$ cat src/rtl/flash_voice3.sv
// ---------------------------------------------------------------------------
// flash_voice3
// Three-voice sample-playback sequencer sitting on both sides of flashspi.
// Each voice walks a flash region with an 8.8 fixed-point phase increment,
// optionally looping, and the three fetched samples are presented together
// once per sample period.
//
// Ports
//   i_clk, i_reset        system clock, asynchronous active-high reset
//   i_samp_ena            one-cycle sample-rate pulse (once per period)
//   i_cyc_num             flashspi read cycle: 0..2 = voice, 3 = unused
//   o_addr                flash read address for voice i_cyc_num (comb)
//   i_data, i_data_stb    flash read data and its strobe for voice i_cyc_num
//   i_wrt_ack             flashspi write override: playback frozen
//   i_cfg_*               per-voice config write (start/len/inc/loop)
//   i_trig, i_stop        per-voice start / stop pulses (stop wins)
//   o_active              per-voice FSM state (1 = PLAY)
//   o_samp0..2            voice sample outputs
//   o_samp_valid          one-cycle pulse aligned with a sample update
//
// Handshake: there is no back-pressure anywhere. i_data_stb and o_samp_valid
// are single-cycle qualifiers; the data they qualify is only meaningful in
// the cycle the strobe is high, and the receiver must accept it then.
// ---------------------------------------------------------------------------
module flash_voice3 #(
    parameter int ASZ = 24,
    parameter int DSZ = 16,
    parameter int FSZ = 8
) (
    input  logic           i_clk,
    input  logic           i_reset,
    input  logic           i_samp_ena,
    input  logic [1:0]     i_cyc_num,
    output logic [ASZ-1:0] o_addr,
    input  logic [DSZ-1:0] i_data,
    input  logic           i_data_stb,
    input  logic           i_wrt_ack,
    input  logic           i_cfg_we,
    input  logic [1:0]     i_cfg_voice,
    input  logic [ASZ-1:0] i_cfg_start,
    input  logic [ASZ-1:0] i_cfg_len,
    input  logic [15:0]    i_cfg_inc,
    input  logic           i_cfg_loop,
    input  logic [2:0]     i_trig,
    input  logic [2:0]     i_stop,
    output logic [2:0]     o_active,
    output logic [DSZ-1:0] o_samp0,
    output logic [DSZ-1:0] o_samp1,
    output logic [DSZ-1:0] o_samp2,
    output logic           o_samp_valid
);

    localparam int PW = ASZ + FSZ;   // phase width: integer.fraction

    typedef enum logic {
        ST_IDLE = 1'b0,
        ST_PLAY = 1'b1
    } state_t;

    // Per-voice configuration
    logic [ASZ-1:0] r_start [3];
    logic [ASZ-1:0] r_len   [3];
    logic [15:0]    r_inc   [3];
    logic           r_loop  [3];

    // Per-voice playback state
    state_t         r_state [3];
    logic [PW-1:0]  r_pos   [3];

    // Sample path
    logic [DSZ-1:0] r_shadow [3];
    logic [DSZ-1:0] r_samp   [3];
    logic           r_samp_valid;

    // Next-state terms
    state_t         w_state_nxt [3];
    logic [PW-1:0]  w_pos_nxt   [3];
    logic [PW:0]    w_np        [3];   // one extra bit so the end test never wraps
    logic [PW-1:0]  w_len_fx    [3];
    logic [PW-1:0]  w_wrap      [3];
    logic [2:0]     w_active;
    logic [ASZ-1:0] w_addr;
    logic           w_adv;

    // Advancing and output update share one qualifier: frozen during override.
    assign w_adv = i_samp_ena & ~i_wrt_ack;

    // -----------------------------------------------------------------------
    // FSM process 1: state register (also holds the phase accumulator)
    // -----------------------------------------------------------------------
    always_ff @(posedge i_clk or posedge i_reset) begin
        if (i_reset) begin
            for (int v = 0; v < 3; v++) begin
                r_state[v] <= ST_IDLE;
                r_pos[v]   <= '0;
            end
        end else begin
            for (int v = 0; v < 3; v++) begin
                r_state[v] <= w_state_nxt[v];
                r_pos[v]   <= w_pos_nxt[v];
            end
        end
    end

    // -----------------------------------------------------------------------
    // FSM process 2: next state. Priority per voice: stop, trig, advance.
    // A trig on the samp_ena cycle therefore restarts at 0 without stepping.
    // -----------------------------------------------------------------------
    always_comb begin
        for (int v = 0; v < 3; v++) begin
            w_np[v]        = {1'b0, r_pos[v]} + {{(PW+1-16){1'b0}}, r_inc[v]};
            w_len_fx[v]    = {r_len[v], {FSZ{1'b0}}};
            // Subtracting len in fixed point keeps the fractional phase on loop.
            w_wrap[v]      = w_np[v][PW-1:0] - w_len_fx[v];
            w_state_nxt[v] = r_state[v];
            w_pos_nxt[v]   = r_pos[v];
            if (i_stop[v]) begin
                w_state_nxt[v] = ST_IDLE;
                w_pos_nxt[v]   = '0;
            end else if (i_trig[v]) begin
                w_state_nxt[v] = ST_PLAY;
                w_pos_nxt[v]   = '0;
            end else if (w_adv && (r_state[v] == ST_PLAY)) begin
                // np_int < len is the same as np < len with zero fraction;
                // len == 0 always lands in the end-of-region branches.
                if (w_np[v] < {1'b0, w_len_fx[v]}) begin
                    w_pos_nxt[v] = w_np[v][PW-1:0];
                end else if (r_loop[v]) begin
                    w_pos_nxt[v] = w_wrap[v];
                end else begin
                    w_state_nxt[v] = ST_IDLE;
                    w_pos_nxt[v]   = '0;
                end
            end
        end
    end

    // -----------------------------------------------------------------------
    // FSM process 3: outputs. o_active is the exposed FSM state.
    // -----------------------------------------------------------------------
    always_comb begin
        for (int v = 0; v < 3; v++) begin
            w_active[v] = (r_state[v] == ST_PLAY);
        end
    end

    assign o_active = w_active;

    // Configuration writes leave position and state untouched.
    always_ff @(posedge i_clk or posedge i_reset) begin
        if (i_reset) begin
            for (int v = 0; v < 3; v++) begin
                r_start[v] <= '0;
                r_len[v]   <= '0;
                r_inc[v]   <= '0;
                r_loop[v]  <= 1'b0;
            end
        end else begin
            for (int v = 0; v < 3; v++) begin
                if (i_cfg_we && (i_cfg_voice == 2'(v))) begin
                    r_start[v] <= i_cfg_start;
                    r_len[v]   <= i_cfg_len;
                    r_inc[v]   <= i_cfg_inc;
                    r_loop[v]  <= i_cfg_loop;
                end
            end
        end
    end

    // Capture into shadows during the period; publish all three at samp_ena.
    // An idle voice captures 0 so its output drains to silence.
    always_ff @(posedge i_clk or posedge i_reset) begin
        if (i_reset) begin
            for (int v = 0; v < 3; v++) begin
                r_shadow[v] <= '0;
                r_samp[v]   <= '0;
            end
            r_samp_valid <= 1'b0;
        end else begin
            for (int v = 0; v < 3; v++) begin
                if (i_data_stb && (i_cyc_num == 2'(v))) begin
                    r_shadow[v] <= w_active[v] ? i_data : '0;
                end
                if (w_adv) begin
                    r_samp[v] <= r_shadow[v];
                end
            end
            r_samp_valid <= w_adv;
        end
    end

    // Address is combinational so it settles before flashspi starts cycle 0.
    always_comb begin
        w_addr = '0;
        case (i_cyc_num)
            2'd0:    w_addr = r_start[0] + r_pos[0][PW-1:FSZ];
            2'd1:    w_addr = r_start[1] + r_pos[1][PW-1:FSZ];
            2'd2:    w_addr = r_start[2] + r_pos[2][PW-1:FSZ];
            default: w_addr = '0;
        endcase
    end

    assign o_addr       = w_addr;
    assign o_samp0      = r_samp[0];
    assign o_samp1      = r_samp[1];
    assign o_samp2      = r_samp[2];
    assign o_samp_valid = r_samp_valid;

endmodule

$ cat config.mk
export PLATFORM = sky130hd
export DESIGN_NAME = flash_voice3
export DESIGN_NICKNAME = d
export VERILOG_FILES = /design/src/rtl/flash_voice3.sv
export SDC_FILE = /design/constraint.sdc
export NUM_CORES = 1
export LEC_CHECK = 0
export ABC_CLOCK_PERIOD_IN_PS = 27800
export CAP_MARGIN = 20
export CORE_ASPECT_RATIO = 1.75
export CORE_MARGIN = 1
export CORE_UTILIZATION = 60
export CTS_BUF_LIST = sky130_fd_sc_hd__clkbuf_8
export DETAILED_ROUTE_END_ITERATION = 8
export DONT_BUFFER_PORTS = 1
export GPL_TIMING_DRIVEN = 0
export PLACE_DENSITY = 0.76
export SLEW_MARGIN = 20
export SYNTH_ARGS = -nofsm -noshare
export SYNTH_HDL_FRONTEND = slang
export SYNTH_SLANG_ARGS = --single-unit
$ cat constraint.sdc
create_clock -name i_clk -period 27.8 [get_ports i_clk]
set_clock_uncertainty 0.15 [all_clocks]
set_input_delay 2.78 -clock i_clk [delete_from_list [all_inputs] [get_ports i_clk]]
set_output_delay 2.78 -clock i_clk [all_outputs]
set_load 0.01 [all_outputs]
## Word-level counts from Yosys, hierarchy flattened

Index checks and enable logic that the tools add are counted.
Widths: inputs -> output; s select.

| operators by class | value |
|---|---|
| $add $sub $neg | 9 |
| order comparisons | 3 |
| equal/unequal tests | 10 |
| muxes and demuxes | 34 |
| bitwise logic cells | 2 |
| reduce and logical (&&, ||, !) cells | 17 |

Operator list:

| cell | count |
|---|---|
| $mux 32 | 15 |
| $add 32x16->33 | 3 |
| $lt 33x32->1 | 3 |
| $sub 32x32->32 | 3 |
| $add 24x24->24 | 3 |
| $pmux 24 s3 | 1 |
| $mux 16 | 3 |
| $ne 3x3->1 const B | 6 |
| $mux 1 | 15 |
| $logic_and 1x1->1 | 9 |
| $reduce_and 3->1 | 3 |
| $reduce_bool 3->1 | 3 |
| $eq 2x1->1 const B | 2 |
| $eq 2x2->1 const B | 2 |
| $logic_not 2->1 | 2 |
| $and 1x1->1 | 1 |
| $not 1->1 | 1 |

| word-level totals | value |
|---|---|
| register bits after elaboration | 391 |
| input bits | 97 |
| output and inout port bits | 76 |
| word-level logic and storage cells | 100 |

## Depth between registers and ports, before layout

| depth | value |
|---|---|
| word-level depth | 7 |
| mapped depth | 23 |
| mapped depth without buffers | 22 |

## Worst setup path after synthesis

Ideal clock, no wire load.

| timing | value |
|---|---|
| path type | input to output |
| start | input i_cyc_num[1] |
| end | output o_addr[5] |
| arrival time | 3.758 ns |
| required time | 24.870 ns |
| slack | 21.112 ns |
| stages | 4 |
| buffers on the path | 2 |
| cells stage by stage | buf_1 -> clkbuf_1 -> o21ai_0 -> o22ai_1 |

| between the ends | value |
|---|---|
| word-level cells in the longest chain between the ends | 2 |
| elaborated cells between the ends (all ways) | 4 |
| those cells by class | eq/ne: 2; mux: 1; reduce/logical: 1 |

RTL lines:

| element | line | RTL |
|---|---|---|
| from (decl) | 33 | `input logic [1:0] i_cyc_num,` |
| $eq 2x2->1 (tied with other cells) | 195 | `case (i_cyc_num)` |
| $pmux 24 s3 (*) | 195 |  |
| to (decl) | 34 | `output logic [ASZ-1:0] o_addr,` |

Mark *: on every way between the ends. The rest lies on a longest branch, timed or not.

## Final worst setup path

| timing | value |
|---|---|
| start | input i_cyc_num[1] |
| end | output o_addr[12] |

Same word-level chain as after synthesis.

==> reports/results.tsv <==
metric	value	unit
path_class	in2out	
clock_latency	0.66	ns
final_common_cell	nand2_1	
die-width	159	um
route.detailed.drc	0	
cts_tree	yes	
status	finished clean	
whs	0.321	ns
setup_viol	0	
die_h	277	um
leakage	13.4	nW
fill_cells	3523	
cp_cell_sequence	clkinv_1, nand2_1, clkbuf_1, clkbuf_1, o22ai_1	
dpl-instance-area	0.0267	mm^2
ys_top_cells_by_area	dfrtp_1 38%, ha_1 9.1%, mux2_2 7.6%	
crit_family	buffers and inverters	
wl_per_cell	23.6	um
place.gp.congestion	0.996	
cts_resized	0	
p_total	1.67	mW
crit_path_end_kind	output pin	
cap_violations	0	
clock_sinks	391	
start_util	0.608	
synth_compound_area_frac	0.201	
htree_levels	2	
clkSlewWorstSetupHoldPaths	0.07	ns
vias	22025	
yosysTopAreaCellShare	0.379	
yosysWarnings	0	
route.antenna.remaining_nets	0	
cp_slowest_cell	clkbuf_1	
synthFlopType	dfrtp_1	
regArea	0.00978	mm^2
irDropWorstVdd	0.0000424	V
hold_viol	0	
viasPerCell	6.23	
synth_top_family_by_area	compound AO/OA/AOI/OAI gates	
fin_crit	7.38	ns
worstSetupStartpointType	primary input	
cp.arrival	4.45	ns
power_density	59.0	mW/mm^2
synth_area_per_cell	9.31	um^2
nets	3135	
required	24.87	ns
grt_max_degree	107	
grt_pass1_wl	125000	um
yosysUniqueCellTypes	97	
grt_overflow	0	
multi_input_area	0.0151	mm^2
layout_common_cells	395 x nand2_1, 391 x dfrtp_1, 213 x o21ai_0	
cts_max_path_buffers	3	
cts_setup_buffers	0	
antenna_found_initial	30	
grt_usage	0.377	
finish.instance_area	0.0282	mm^2
worstMarginPinSlew	1.20	ns
crit_fanout	10	
ios	173	
post-route-period-util	0.266	
tns	0	ns
synth-simple-area-share	0.142	
crit_buf_inv	3	
numPortBuffers	0	
fmax	0.135	GHz
cts_inserted_buffers	58	
area_growth	9.17	%
hold_path_class	reg2reg	
netlist_instances	2776	
critPathMostFrequentCell	clkbuf_1	
ys_ff_latch	391	
cp-startpoint	i_cyc_num[1]	
syn-num-nets	3071	
synth_edf_count	0	
post-dp-hpwl	66000	um
grt_pass1_vias	21963	
async_reset_ff_frac	1.00	
cts_root_buf	clkbuf_8	
slew_headroom	0.202	
min_from	r_shadow[3]$_DFFE_PP0P_	
synthMuxAreaShare	0.0810	
yosysTopAreaCell	dfrtp_1	
rsz0062_at_grt	false	
r2r_start	r_inc[16]$_DFFE_PP0P_	
synth.cell_area	0.0258	mm^2
dr.pass1.iters	6	
synth_seq_area_share	0.379	
synthAdderAreaFrac	0.0985	
core_area	0.0425	mm^2
wl	83400	um
drt_iter0_markers	1860	
drive_gt1_frac	0.112	
crit_path_max_incr_delay	0.48	ns
maxSlewViolCount	0	
rows	100	
synth_xor_area_frac	0.0623	
die_area	0.0439	mm^2
ctsHoldBuffers	0	
## metal layers
metal / up-vias / share of wire / track usage
li1: 10210 / - / -
met1: 10725 / 0.33 / 0.369
met2: 803 / 0.49 / 0.646
met3: 285 / 0.059 / 0.0734
met4: 2 / 0.11 / 0.387
met5: - / 0.00022 / 0
## worst min-delay path: cells and delay by family (launching register included)
kind | cells | cell delay, ns
DFF | 1 | 0.34
and+or+nand+nor | 2 | 0.10
## state kept, by name (all words and copies together) (netlist names)
register,count
r_pos,96
o_samp2,16
r_start,72
o_samp1,16
o_samp0,16
r_shadow,48
o_active,3
o_samp_valid,1
r_loop,3
r_len,72
r_inc,48
## layout make-up
cell class,count,share of cell area
timing repair buffer,4,0.00390
clock inverter,32,0.0107
antenna,86,0.00763
multi-input combinational,2145,0.536
tap,561,0.0249
clock buffer,75,0.0366
sequential,391,0.347
buffer,93,0.0134
inverter,147,0.0198
## logic make-up (layout without fill, tap and decap cells)
logic type / count (synthesis) / count (layout)
other cells: 0 / 86
fa+ha+maj: 198 / 198
buf+inv: 240 / 351
mux: 187 / 187
simple gates: 799 / 799
compound gates: 777 / 777
xor+xnor: 184 / 184
flops: 391 / 391
## synthesized netlist by cell type (10+ instances only)
cell type	n
nand3_1	63
inv_1	146
o21ai_1	13
clkbuf_1	78
mux2_2	174
a22o_1	17
a21boi_0	13
or3_1	11
a221o_1	22
o21bai_1	19
o21a_1	41
o21ai_0	213
xor2_1	70
a21o_1	73
nand4_1	16
dfrtp_1	391
and4_1	10
ha_1	189
nand2_1	395
a211oi_1	33
o211ai_1	21
nor3_1	38
o22ai_1	28
nand2b_1	32
and3_1	40
a21oi_1	145
a31oi_1	25
nor2b_1	16
nor2_1	117
a22oi_1	12
and2_1	20
xnor2_1	114
## path summary, 6_finish.rpt
check                                           to  slack [ns]  cells past startpoint
hold / removal              o_samp2[3]$_DFFE_PP0P_        0.32                      2
min in group asynchronous   o_samp1[8]$_DFFE_PP0P_        1.85                      1
setup / recovery                        o_addr[12]       20.42                      5
max in group asynchronous  o_active[0]$_DFFE_PP0P_       23.97                      4
setup reg to reg             r_pos[35]$_DFFE_PP0P_       21.28                     21
hold reg to reg             o_samp2[3]$_DFFE_PP0P_        0.32                      2
## where the power goes
group          total [mW]  switching (mW)  internal [mW]
Combinational       0.434           0.252          0.182
Clock               0.541           0.243          0.298
Sequential          0.691          0.0511          0.640
## metrics by stage
stage / setup WS (ns) / utilization / std cells
2_1_floorplan: 14.00 / - / 2776
3_5_place_dp: 20.47 / 0.627 / 3341
3_3_place_gp: 9.95 / 0.624 / 3337
4_1_cts: 20.47 / 0.658 / 3448
6_report: 20.42 / 0.663 / 3534
5_1_grt: 20.30 / 0.663 / 3534
No activity file was read; power rests on OpenSTA's default activity.
==> variant 1 (same flow settings) <==
The parameter `FSZ` goes from 8 to 4.
--- a/src/rtl/flash_voice3.sv
+++ b/src/rtl/flash_voice3.sv
@@ -25,7 +25,7 @@
 module flash_voice3 #(
     parameter int ASZ = 24,
     parameter int DSZ = 16,
-    parameter int FSZ = 8
+    parameter int FSZ = 4
 ) (
     input  logic           i_clk,
     input  logic           i_reset,
Formal check against the unedited RTL: not equivalent (Yosys sat finds a counterexample within 4 cycles, from zero or initial values and one cycle with i_reset high).
==> variant 1 against the original RTL <==
Area after synthesis decreased by 3.0%. Total power rose by 2.8%. Sequential cell count shrank 12. Worst setup slack got worse by 140 ps. Final cell count decreased by 4.2%. Routed wire length fell by 1.7%. Sequential power down 2%. Sequential share of layout area grew 0.19 points. Via count fell by 2.0%. Final area decreased by 3.6%. Largest cell class unchanged. Highest routed layer unchanged.
==> variant 1: results (changes against the original RTL) <==
* Run status: complete, no violations
* Arrival time at the worst endpoint at 4590 ps (+140 ps)
* Reg-to-Reg End: r_pos[71]$_DFFE_PP0P_
* Global-route wire length before repair at 124,000 µm (-0.56%)
* 1st-iter DRT viols at 1,588 (-15%)
* Sequential logic power at 676 µW (-2%)
* R2R Setup Slk at 21,240 ps (-40 ps)
* TritonCTS Buffers at 56 (-3.4%)
* Synth Area in XOR/XNOR at 6.29% (+0.055 points)
* Fraction of the yosys area taken by sequential cells at 37.8% (about the same)
* Leak at 0.0129 µW (-3.4%)
* Max VDD drop at 0.0000558 V (+32%)
* Mux share of post-synthesis cell area at 8.86% (+0.76 points)
* Mapped Nets at 3,016 (-1.8%)
* Vias per inst at 6.37 (+2.2%)
* Worst slew margin at 18.9% (-1.3 points)
* Clk pwr at 521 µW (-3.7%)
* Synth cell types at 81 (-16%)
* DR WL met3 at 5010 µm (+1.1%)
* Largest net degree at the start of global routing at 104 (-2.8%)
* Top post-synthesis cells by count: nand2_1, dfrtp_1, o21ai_0
* GRT met2 Usage at 70.0% (+5.4 points)
* Largest registers: r_pos x84, r_len x72, r_start x72
* Fin nets at 3,080 (-1.8%)
* RePlAce Congestion at 0.976 (-1.9%)
* R2R Path Start: r_inc[32]$_DFFE_PP0P_
* M3 GR Usage at 7.29% (-0.051 points)
* Worst hold margin at 306 ps (-15.0 ps)
* Hold wc startpoint: r_shadow[7]$_DFFE_PP0P_
* Hold Path Sink: o_samp2[7]$_DFFE_PP0P_
* Hpwl dp at 65,400 µm (-0.88%)
* Fraction of final layout cells sized beyond drive strength 1 at 10.9% (-0.30 points)
* Initial antenna violation count at 5 (-83%)
-- variant 1: cell types whose count changed after synthesis, moves of 12 or more --
cell | unedited run | this run
mux2i_1 | 9 | 25
a21oi_1 | 145 | 177
o21ai_0 | 213 | 193
o21ai_1 | 13 | 36
o21a_1 | 41 | 21
dfrtp_1 | 391 | 379
inv_1 | 146 | 113
a221o_1 | 22 | 7
o22ai_1 | 28 | 13
-- variant 1: layout make-up --
class | count | area [µm²]
Multi-Input combinational cell | 2132 | 14800
Buffer | 96 | 378
Inverter | 114 | 435
Tap cell | 550 | 688
Timing Repair Buffer | 6 | 123
Fill cell | 3391 | 13900
Clock inverter | 34 | 350
Antenna cell | 8 | 20.0
Clock buffer | 68 | 936
Sequential cell | 379 | 9480
-- variant 1: stage by stage --
step / total power, µW / cells / setup WS [ps]
final: 1710 / 3387 / 20280
after global placement: 1170 / 3271 / 10570
after global routing: 1800 / 3386 / 20290
after detailed placement: 1190 / 3276 / 20270
after CTS: 1710 / 3378 / 20280
after floorplan: 1060 / 2721 / 14340
==> variant 2 (same flow settings) <==
Made on the original files. Reset style: synchronous (`i_reset`), changed in 3 clocked blocks. Comments in the files are not updated.
--- a/src/rtl/flash_voice3.sv
+++ b/src/rtl/flash_voice3.sv
@@ -88,7 +88,7 @@
     // -----------------------------------------------------------------------
     // FSM process 1: state register (also holds the phase accumulator)
     // -----------------------------------------------------------------------
-    always_ff @(posedge i_clk or posedge i_reset) begin
+    always_ff @(posedge i_clk) begin
         if (i_reset) begin
             for (int v = 0; v < 3; v++) begin
                 r_state[v] <= ST_IDLE;
@@ -147,7 +147,7 @@
     assign o_active = w_active;
 
     // Configuration writes leave position and state untouched.
-    always_ff @(posedge i_clk or posedge i_reset) begin
+    always_ff @(posedge i_clk) begin
         if (i_reset) begin
             for (int v = 0; v < 3; v++) begin
                 r_start[v] <= '0;
@@ -169,7 +169,7 @@
 
     // Capture into shadows during the period; publish all three at samp_ena.
     // An idle voice captures 0 so its output drains to silence.
-    always_ff @(posedge i_clk or posedge i_reset) begin
+    always_ff @(posedge i_clk) begin
         if (i_reset) begin
             for (int v = 0; v < 3; v++) begin
                 r_shadow[v] <= '0;
Check against the original RTL: not equivalent (a bounded check fails within 4 cycles, from zero or initial values and one cycle with i_reset high; the reset may be asserted at any time).
==> variant 2 against the original RTL <==
Routed wire length shrank 1.0%. Synthesized cell count down 8.6%. Critical path depth up 6. Utilization is 0.095 points higher. Sequential cell count did not move. Final area down 3.9%. Worst setup slack worse by 180 ps. Area after synthesis fell by 4.1%. Largest cell class unchanged.
Power is not compared: it rests on default switching activity, and its combinational part moved more than twofold at a synthesized area within 25%.
==> variant 2: results (changes against the original RTL) <==
* Synth Area in Adders at 10.3% (+0.42 points)
* Syn_area_per_cell at 9.78 µm² (+5.0%)
* M3 GR Usage at 7.51% (+0.17 points)
* Dpl cells at 3,097 (-7.3%)
* Worst-Margin Slew at 1140 ps (-53.8 ps)
* Mapped Nets at 2,831 (-7.8%)
* Largest net degree at the start of global routing at 49 (-54%)
* Via count at 21.1k (-4.0%)
* CP max FO at 3 (-7)
* Total Routing Usage GR at 39.3% (+1.6 points)
* Hpwl dp at 64,600 µm (-2.1%)
* Run status: complete, no violations
* Fraction of the yosys area taken by sequential cells at 43.3% (+5.5 points)
* Reg-to-Reg End: r_pos[0][47]$_SDFFE_PP0P_
* Worst hold margin at 368 ps (+46.5 ps)
* Top cells by area, synth: edfxtp_1, ha_1, dfxtp_1, a21oi_1, xnor2_1
* Global-route wire length before repair at 122,000 µm (-2.4%)
* GRT met2 Usage at 65.9% (+1.2 points)
* Fin nets at 2,903 (-7.4%)
* Fillers at 3,353 (-4.8%)
* Placed inst area at 25,700 µm² (-3.7%)
* RePlAce Congestion at 1.01 (+1.3%)
* Setup crit end: o_addr[20]
* DP Worst Slack at 20,360 ps (-107 ps)
* Initial antenna violation count at 10 (-67%)
* Slowest CP cell: o311ai_0
* CP max stage delay at 720 ps (+240 ps)
* Synth Flop Type: edfxtp_1
* Arrival time at the worst endpoint at 4640 ps (+190 ps)
* Drt total wl at 82,600 µm (-1.0%)
* Fraction of final layout cells sized beyond drive strength 1 at 5.65% (-5.6 points)
* Global Route met1 Usage at 40.9% (+4.0 points)
* Synth cell types at 82 (-15%)
* Worst reg-to-reg path cell count at 22 (+4.8%)
* Met1 WL at 27,700 µm (-0.76%)
* DR WL met3 at 6440 µm (+30%)
* Worst path top cell family by delay: compound AO/OA/AOI/OAI gates
* Ys async rst share at 0% (-100 points)
* DR top layer: met4
* Wire per inst at 25.6 µm (+8.3%)
## variant 2: area by class of cell
cell class                      count  area, µm²  share of cell area (%)
Antenna cell                       23       57.6                   0.212
Clock inverter                     47        526                    1.94
Sequential cell                   391      10700                    39.6
Timing Repair Buffer               12        145                   0.535
Inverter                          115        432                    1.59
Tap cell                          550        688                    2.54
Clock buffer                       62        853                    3.15
Multi-Input combinational cell   1938      13300                    49.0
Buffer                             92        395                    1.46
## variant 2: worst reg2reg max path, stage by stage, from the launching register on
cell	delay (ps)
edfxtp_1	420
ha_1	250
fa_1	430
a211oi_1	370
nor3_1	140
or3_1	490
a31o_2	300
nand2_1	90
a21oi_1	130
nor3b_1	200
xor2_1	170
ha_1	390
a21oi_1	180
o21ai_0	120
a41oi_1	230
o31a_1	300
o21ai_1	210
a41oi_1	450
buf_2	350
buf_2	310
nor3_1	100
a21oi_1	200
a21oi_1	100
## variant 2: power breakdown
part           switching (µW)  total (µW)  internal [µW]
registers                16.4         679            663
logic                     129         195           65.6
clock network             248         567            320
